[src/rtl/package_settings.sv]
// Project-wide data-path settings shared by the ADC front end and the shaping chain.
package package_settings;
  localparam int SIZE_ADC_DATA = 12;
endpackage

[src/rtl/exp_pulse_synth_pkg.sv]
// Constants and types for the exponential test-pulse synthesizer.
package exp_pulse_synth_params;
  import package_settings::*;

  localparam int DECAY_SHIFT = 6;
  localparam int RISE_LOG2   = 2;
  localparam int FRAC        = 8;
  localparam int PERIOD      = 1000;

  localparam int ACC_W    = SIZE_ADC_DATA + FRAC + 2;
  localparam int RISE_LEN = 1 << RISE_LOG2;
  localparam int RISE_CW  = (RISE_LOG2 > 0) ? RISE_LOG2 : 1;
  localparam int PERIOD_W = (PERIOD > 1) ? $clog2(PERIOD) : 1;

  typedef enum logic [1:0] {
    IDLE  = 2'd0,
    RISE  = 2'd1,
    DECAY = 2'd2
  } state_t;
endpackage

[src/rtl/sat_add.sv]
// Signed adder whose result is clamped to the OUT_W-bit two's-complement range.
module sat_add
  import package_settings::*;
#(
  parameter int A_W   = SIZE_ADC_DATA,
  parameter int B_W   = SIZE_ADC_DATA,
  parameter int OUT_W = SIZE_ADC_DATA
) (
  input  logic signed [A_W-1:0]   a,
  input  logic signed [B_W-1:0]   b,
  output logic signed [OUT_W-1:0] sum
);
  localparam int S_W = ((A_W > B_W) ? A_W : B_W) + 1;
  localparam logic signed [S_W-1:0] MAX_V = {{(S_W-OUT_W+1){1'b0}}, {(OUT_W-1){1'b1}}};
  localparam logic signed [S_W-1:0] MIN_V = {{(S_W-OUT_W+1){1'b1}}, {(OUT_W-1){1'b0}}};

  logic signed [S_W-1:0] a_ext_s;
  logic signed [S_W-1:0] b_ext_s;
  logic signed [S_W-1:0] sum_s;

  assign a_ext_s = a;
  assign b_ext_s = b;
  assign sum_s   = a_ext_s + b_ext_s;

  // Clamp the full-precision sum into the output range.
  always_comb begin
    if (sum_s > MAX_V) begin
      sum = MAX_V[OUT_W-1:0];
    end else if (sum_s < MIN_V) begin
      sum = MIN_V[OUT_W-1:0];
    end else begin
      sum = sum_s[OUT_W-1:0];
    end
  end
endmodule

[src/rtl/exp_pulse_synth.sv]
// Detector-like pulse source: linear rise, exponential decay, on a programmable baseline.
// Supports external and periodic triggers and pile-up onto the residual tail.
module exp_pulse_synth
  import package_settings::*;
  import exp_pulse_synth_params::*;
(
  input  logic                            clk,
  input  logic                            reset,
  input  logic                            enable,
  input  logic                            auto_mode,
  input  logic                            trigger,
  input  logic        [SIZE_ADC_DATA-1:0] amplitude,
  input  logic signed [SIZE_ADC_DATA-1:0] baseline,
  output logic signed [SIZE_ADC_DATA-1:0] output_data,
  output logic                            busy,
  output logic                            pulse_start,
  output logic                            trig_dropped
);
  state_t                           state_r, state_s;
  logic signed [ACC_W-1:0]          acc_r, acc_next_s, inj_s, amp_ext_s;
  logic        [SIZE_ADC_DATA-1:0]  amp_lat_r, amp_lat_s;
  logic        [RISE_CW-1:0]        rise_cnt_r, rise_cnt_s;
  logic        [PERIOD_W-1:0]       period_cnt_r, period_cnt_s;
  logic signed [ACC_W-FRAC-1:0]     acc_int_s;
  logic signed [SIZE_ADC_DATA-1:0]  sample_s;
  logic                             trig_eff_s, tail_zero_s;
  logic                             pulse_start_s, trig_dropped_s;

  assign trig_eff_s  = trigger | (auto_mode & (period_cnt_r == PERIOD_W'(PERIOD - 1)));
  assign amp_ext_s   = {{(ACC_W-SIZE_ADC_DATA){1'b0}}, amp_lat_r};
  assign inj_s       = (state_r == RISE) ? ((amp_ext_s <<< FRAC) >>> RISE_LOG2) : {ACC_W{1'b0}};
  assign acc_next_s  = acc_r - (acc_r >>> DECAY_SHIFT) + inj_s;
  assign acc_int_s   = acc_next_s[ACC_W-1:FRAC];
  assign tail_zero_s = (acc_r[ACC_W-1:FRAC] == {(ACC_W-FRAC){1'b0}});
  assign busy        = (state_r == RISE) || (state_r == DECAY);

  sat_add #(
    .A_W  (SIZE_ADC_DATA),
    .B_W  (ACC_W - FRAC),
    .OUT_W(SIZE_ADC_DATA)
  ) u_sat_add (
    .a  (baseline),
    .b  (acc_int_s),
    .sum(sample_s)
  );

  // Free-running auto-trigger period counter, parked at zero outside auto mode.
  always_comb begin
    if (!auto_mode) begin
      period_cnt_s = {PERIOD_W{1'b0}};
    end else if (period_cnt_r == PERIOD_W'(PERIOD - 1)) begin
      period_cnt_s = {PERIOD_W{1'b0}};
    end else begin
      period_cnt_s = period_cnt_r + PERIOD_W'(1);
    end
  end

  // Pulse sequencing: accept, rise, decay, and pile-up re-trigger from DECAY.
  always_comb begin
    state_s        = state_r;
    amp_lat_s      = amp_lat_r;
    rise_cnt_s     = rise_cnt_r;
    pulse_start_s  = 1'b0;
    trig_dropped_s = 1'b0;
    case (state_r)
      IDLE: begin
        if (trig_eff_s) begin
          amp_lat_s     = amplitude;
          rise_cnt_s    = {RISE_CW{1'b0}};
          pulse_start_s = 1'b1;
          state_s       = RISE;
        end else begin
          state_s = IDLE;
        end
      end
      RISE: begin
        rise_cnt_s     = rise_cnt_r + RISE_CW'(1);
        trig_dropped_s = trig_eff_s;
        if (rise_cnt_r == RISE_CW'(RISE_LEN - 1)) begin
          state_s = DECAY;
        end else begin
          state_s = RISE;
        end
      end
      DECAY: begin
        if (trig_eff_s) begin
          amp_lat_s     = amplitude;
          rise_cnt_s    = {RISE_CW{1'b0}};
          pulse_start_s = 1'b1;
          state_s       = RISE;
        end else if (tail_zero_s) begin
          state_s = IDLE;
        end else begin
          state_s = DECAY;
        end
      end
      default: begin
        state_s = IDLE;
      end
    endcase
  end

  // State, accumulator and registered outputs; everything freezes while disabled.
  always_ff @(posedge clk or negedge reset) begin
    if (!reset) begin
      state_r      <= IDLE;
      acc_r        <= {ACC_W{1'b0}};
      amp_lat_r    <= {SIZE_ADC_DATA{1'b0}};
      rise_cnt_r   <= {RISE_CW{1'b0}};
      period_cnt_r <= {PERIOD_W{1'b0}};
      output_data  <= {SIZE_ADC_DATA{1'b0}};
      pulse_start  <= 1'b0;
      trig_dropped <= 1'b0;
    end else if (enable) begin
      state_r      <= state_s;
      acc_r        <= acc_next_s;
      amp_lat_r    <= amp_lat_s;
      rise_cnt_r   <= rise_cnt_s;
      period_cnt_r <= period_cnt_s;
      output_data  <= sample_s;
      pulse_start  <= pulse_start_s;
      trig_dropped <= trig_dropped_s;
    end else begin
      pulse_start  <= 1'b0;
      trig_dropped <= 1'b0;
    end
  end
endmodule

[config.mk]
export PLATFORM = sky130hd
export DESIGN_NAME = exp_pulse_synth
export DESIGN_NICKNAME = d
export VERILOG_FILES = /design/src/rtl/package_settings.sv /design/src/rtl/exp_pulse_synth_pkg.sv /design/src/rtl/sat_add.sv /design/src/rtl/exp_pulse_synth.sv
export SDC_FILE = /design/constraint.sdc
export NUM_CORES = 1
export LEC_CHECK = 0
export CAP_MARGIN = 20
export CORE_MARGIN = 2
export CORE_UTILIZATION = 35
export CTS_BUF_LIST = sky130_fd_sc_hd__clkbuf_16
export DETAILED_ROUTE_END_ITERATION = 12
export GPL_ROUTABILITY_DRIVEN = 0
export PLACE_DENSITY = 0.55
export SYNTH_ARGS = -nofsm -noshare
export SYNTH_HDL_FRONTEND = slang
export SYNTH_SLANG_ARGS = --single-unit
[constraint.sdc]
create_clock -name clk -period 7.9 [get_ports clk]
set_input_delay 1.185 -clock clk [delete_from_list [all_inputs] [get_ports clk]]
set_output_delay 1.185 -clock clk [all_outputs]
set_load 0.05 [all_outputs]
==> Flow_metrics.wiki <==
{| class="wikitable"
! Metric !! Value
|-
| Unrepaired setup endpoints after global routing || no
|-
| Worst-margin pin slew || 793.8 ps
|-
| Hold Violations, Final || 0
|-
| Cell type of the slowest stage on the worst timing path || a2111oi_0
|-
| Fin. max-slew vios || 0
|-
| Share of final-layout standard cells stronger than drive strength 1 || 0.06913
|-
| Row count || 43
|-
| Asr flop ratio synth || 1.000
|-
| Maximum number of pins on one net before global-route repair || 63
|-
| Area share of the leading cell type in the synthesized netlist || 0.3075
|-
| Antenna violations before repair || 0
|-
| Skew final || around 9.9 ps
|-
| Outcome || finished clean
|-
| Worst path required time || 8140 ps
|-
| Average footprint of a synthesized cell || around 8.8 um2
|-
| Type of destination of the critical path || flip-flop
|-
| Cells after Synth || between 500 and 600
|-
| Type of the setup path with the least slack || reg2reg
|-
| Total setup violations reported at the end of the flow || 0
|-
| Clock transition at the registers of the reported paths || ~60 ps
|-
| Count of different cell masters after synthesis || 64
|-
| Seq/Total Area, Yosys || 0.3075
|-
| Time the final worst path needs with I/O delays and setup || 6574 ps
|-
| DPL Wire Length || ~9400 um
|-
| # clock sinks || 62
|-
| Delay-heaviest family, CP || compound AO/OA/AOI/OAI gates
|-
| Multi-input gate area || between 0.003 and 0.004 mm2
|-
| Number of enable flip-flop cells after synthesis || 0
|-
| Area taken by flip-flops and latches || approximately 0.0016 mm2
|-
| Endpoint arrival time on the critical path || ~6800 ps
|-
| Predominant post-synthesis flop cell || dfrtp_1
|-
| Overflow left after global routing || 0
|-
| CTS Buf Count || 9
|-
| Launching element type of the critical path || flip-flop
|-
| Max Clock Freq || ~150 MHz
|-
| Starting Density || 0.3607
|-
| NumNets Final || approximately 710
|-
| Number of setup buffers added after CTS || 0
|-
| Die Outline Area || 0.01539 mm2
|-
| Total GRT Usage || 0.1729
|-
| Mean number of vias per cell || around 5.4
|-
| Clock tree from TritonCTS || yes
|-
| Max H-tree Level || 3
|-
| Post-route setup TNS || 0 ps
|-
| Combined buffer and inverter count along the critical path || 3
|-
| Synthesis-to-layout area growth || 18.65%
|-
| Crit-path max FO || 15
|-
| Largest cells by area after synthesis || dfrtp_1 (31%), ha_1 (13%), fa_1 (5.6%)
|-
| Worst slew margin relative to its limit || 0.4571
|-
| Remaining design rule violation count || 0
|-
| Syn. warnings || 0
|-
| Horizontal extent of the die || around 120 um
|-
| Hold crit path type || reg2reg
|-
| Floorplan die height || 124.1 um
|-
| Cell chosen for the clock root || clkbuf_16
|-
| Antenna-violating nets left || 0
|-
| Count of cells resized by post-cts repair || 0
|-
| Number of inserted diodes || 0
|-
| Worst path max stage delay || a little over 700 ps
|-
| Number of iterations in the first detailed-routing pass || 6
|-
| Placeable core region || around 0.014 mm2
|-
| Number of max-capacitance violations reported || 0
|-
| Nets in the synthesized netlist || about 670
|-
| Final core occ || 0.4280
|-
| Final setup slack of the worst path || roughly 1300 ps
|-
| Aggregate routed wire length || around 12000 um
|-
| Netlist area before placement || 0.005046 mm2
|-
| Worst-case clock buffer depth || 2
|-
| Post-CTS Hold Fix Bufs || 0
|-
| Average detailed-routed wire length per instance || roughly 15 um
|-
| Fillers || about 1400
|-
| Fin crit share || 0.8322
|-
| Cell accounting for the most synthesized area || dfrtp_1
|-
| Pre-CTS setup slack || 1382 ps
|-
| Buffers on Ports || 43
|-
| Hold Worst Slack || around 470 ps
|-
| Count of state elements after synthesis || 62
|-
| Number of global-route vias before repair || about 4100
|-
| Clock latency on the worst-skew pair || around 340 ps
|-
| DRC marker count from the first detailed-route iteration || 362
|-
| Cell Chain, Critical Path || inv_1 > ha_1 > nand2_1 > fa_1 > inv_1 > ha_1 > and3_1 > o211a_1 > a2111oi_0 > nor3_1 > o41a_1 > a21oi_1 > xnor2_1 > ha_1 > inv_1 > nor4b_4 > a2111o_1 > a21oi_2 > xnor2_1 > nand4_1 > a311oi_1
|-
| Count of boundary I/O pins || 44
|-
| First-pass GRT wire length || just over 20000 um
|-
| Total via count in the routed design || 4306
|}
==> final cells by class <==
| cell class | instances | area share |
|---|---|---|
| multi-input cells | 446 | 0.5396 |
| flip-flops and latches | 62 | 0.2591 |
| repair buffers | 47 | 0.07524 |
| clock buffers | 9 | 0.03762 |
| well taps | 180 | 0.03762 |
| inverters | 51 | 0.03197 |
| clock inverters | 7 | 0.01881 |
==> worst register-to-register path, stage by stage, from the launching register on <==
cell and delay [ps]:
dfrtp_1 440, inv_1 130, ha_1 480, nand2_1 140, fa_1 500, inv_1 40
ha_1 340, and3_1 240, o211a_1 140, a2111oi_0 710, nor3_1 160, o41a_1 390
a21oi_1 190, xnor2_1 90, ha_1 380, inv_1 110, nor4b_4 290, a2111o_1 190
a21oi_2 60, xnor2_1 480, nand4_1 560, a311oi_1 420
==> state kept, by name, indices dropped and copies added (netlist names) <==
register and cells:
acc_r 22, amp_lat_r 12, output_data 12, period_cnt_r 10, rise_cnt_r 2, state_r 2, pulse_start 1, trig_dropped 1
==> per-layer routing <==
metal | up-vias | wire, um | GRT usage
li1 | 2135 | - | -
met1 | 2074 | 5810 | 0.2293
met2 | 81 | 6019 | 0.2824
met3 | 16 | 350 | 0.03297
met4 | 0 | 182 | 0.05829
met5 | - | 0 | 0
==> cells in the final DEF (no fill, tap or decap), types with 4 or more instances in the layout <==
cell type	netlist	layout
nand2_1	73	73
dfrtp_1	62	62
ha_1	51	51
inv_1	50	50
clkdlybuf4s50_1	0	41
nor2_1	36	36
a21oi_1	34	34
o21ai_0	30	30
xnor2_1	22	22
nor3_1	21	21
nand3_1	16	16
fa_1	14	14
a211oi_1	13	13
nor2b_1	11	11
mux2_2	10	10
clkbuf_16	0	9
o31ai_1	8	8
a21o_1	8	8
nand2b_1	6	6
a311oi_1	5	5
nor4_2	5	5
and3_1	5	5
o21ai_1	5	5
xor2_1	4	4
nor4_1	4	4
o211ai_1	4	4
o21bai_1	4	4
buf_4	0	4
==> final timing paths <==
path | end | slack [ps] | depth (start not counted) | startpoint
max | output_data[2]$_DFFE_PN0P_ | 1330 | 21 | state_r[1]$_DFFE_PN0P_
min | amp_lat_r[10]$_DFFE_PN0P_ | 470 | 2 | amp_lat_r[10]$_DFFE_PN0P_
max reg2reg | output_data[2]$_DFFE_PN0P_ | 1330 | 21 | state_r[1]$_DFFE_PN0P_
min reg2reg | amp_lat_r[10]$_DFFE_PN0P_ | 470 | 2 | amp_lat_r[10]$_DFFE_PN0P_
max in group asynchronous | acc_r[14]$_DFFE_PN0P_ | 6320 | 2 | reset
min in group asynchronous | period_cnt_r[9]$_DFFE_PN0P_ | 1030 | 2 | reset
==> stage by stage <==
| stage | area [um2] | cells |
|---|---|---|
| 6_report | 5987 | 802 |
| 4_1_cts | 5987 | 802 |
| 5_1_grt | 5987 | 802 |
| 3_5_place_dp | 5649 | 786 |
| 3_3_place_gp | 5642 | 785 |
| 2_1_floorplan | 5046 | 575 |
==> cell usage after synthesis (all sizes together) (3+ instances only) <==
library cell  instances
a21oi                35
and3                  5
a211oi               14
o21bai                4
xnor2                22
nand2b                6
inv                  50
or3                   3
nor2b                11
a311oi                5
a21o                  8
nand3                16
nor3                 21
or2                   6
dfrtp                62
o211ai                5
o21ai                35
a31oi                 3
nand2                73
nor4                  9
and2                  3
o22ai                 3
nand3b                3
clkbuf                9
o31ai                 8
xor2                  4
buf                   7
mux2                 10
mux2i                 3
ha                   51
fa                   14
nor2                 36
==> kinds of logic (layout without fill, tap and decap cells) <==
group	count (synthesis)	count (layout)	synth area share
AOI/OAI and AO/OA	142	142	0.1872
muxes	13	13	0.02827
buffers and inverters	67	114	0.05232
adders and majority gates	65	65	0.1820
and+or+nand+nor	200	200	0.1976
DFF	62	62	0.3075
xor gates and xnor gates	26	26	0.04513
Power is not shown: default switching activity piles up to over one toggle a cycle in this logic, so the estimate is an artifact.
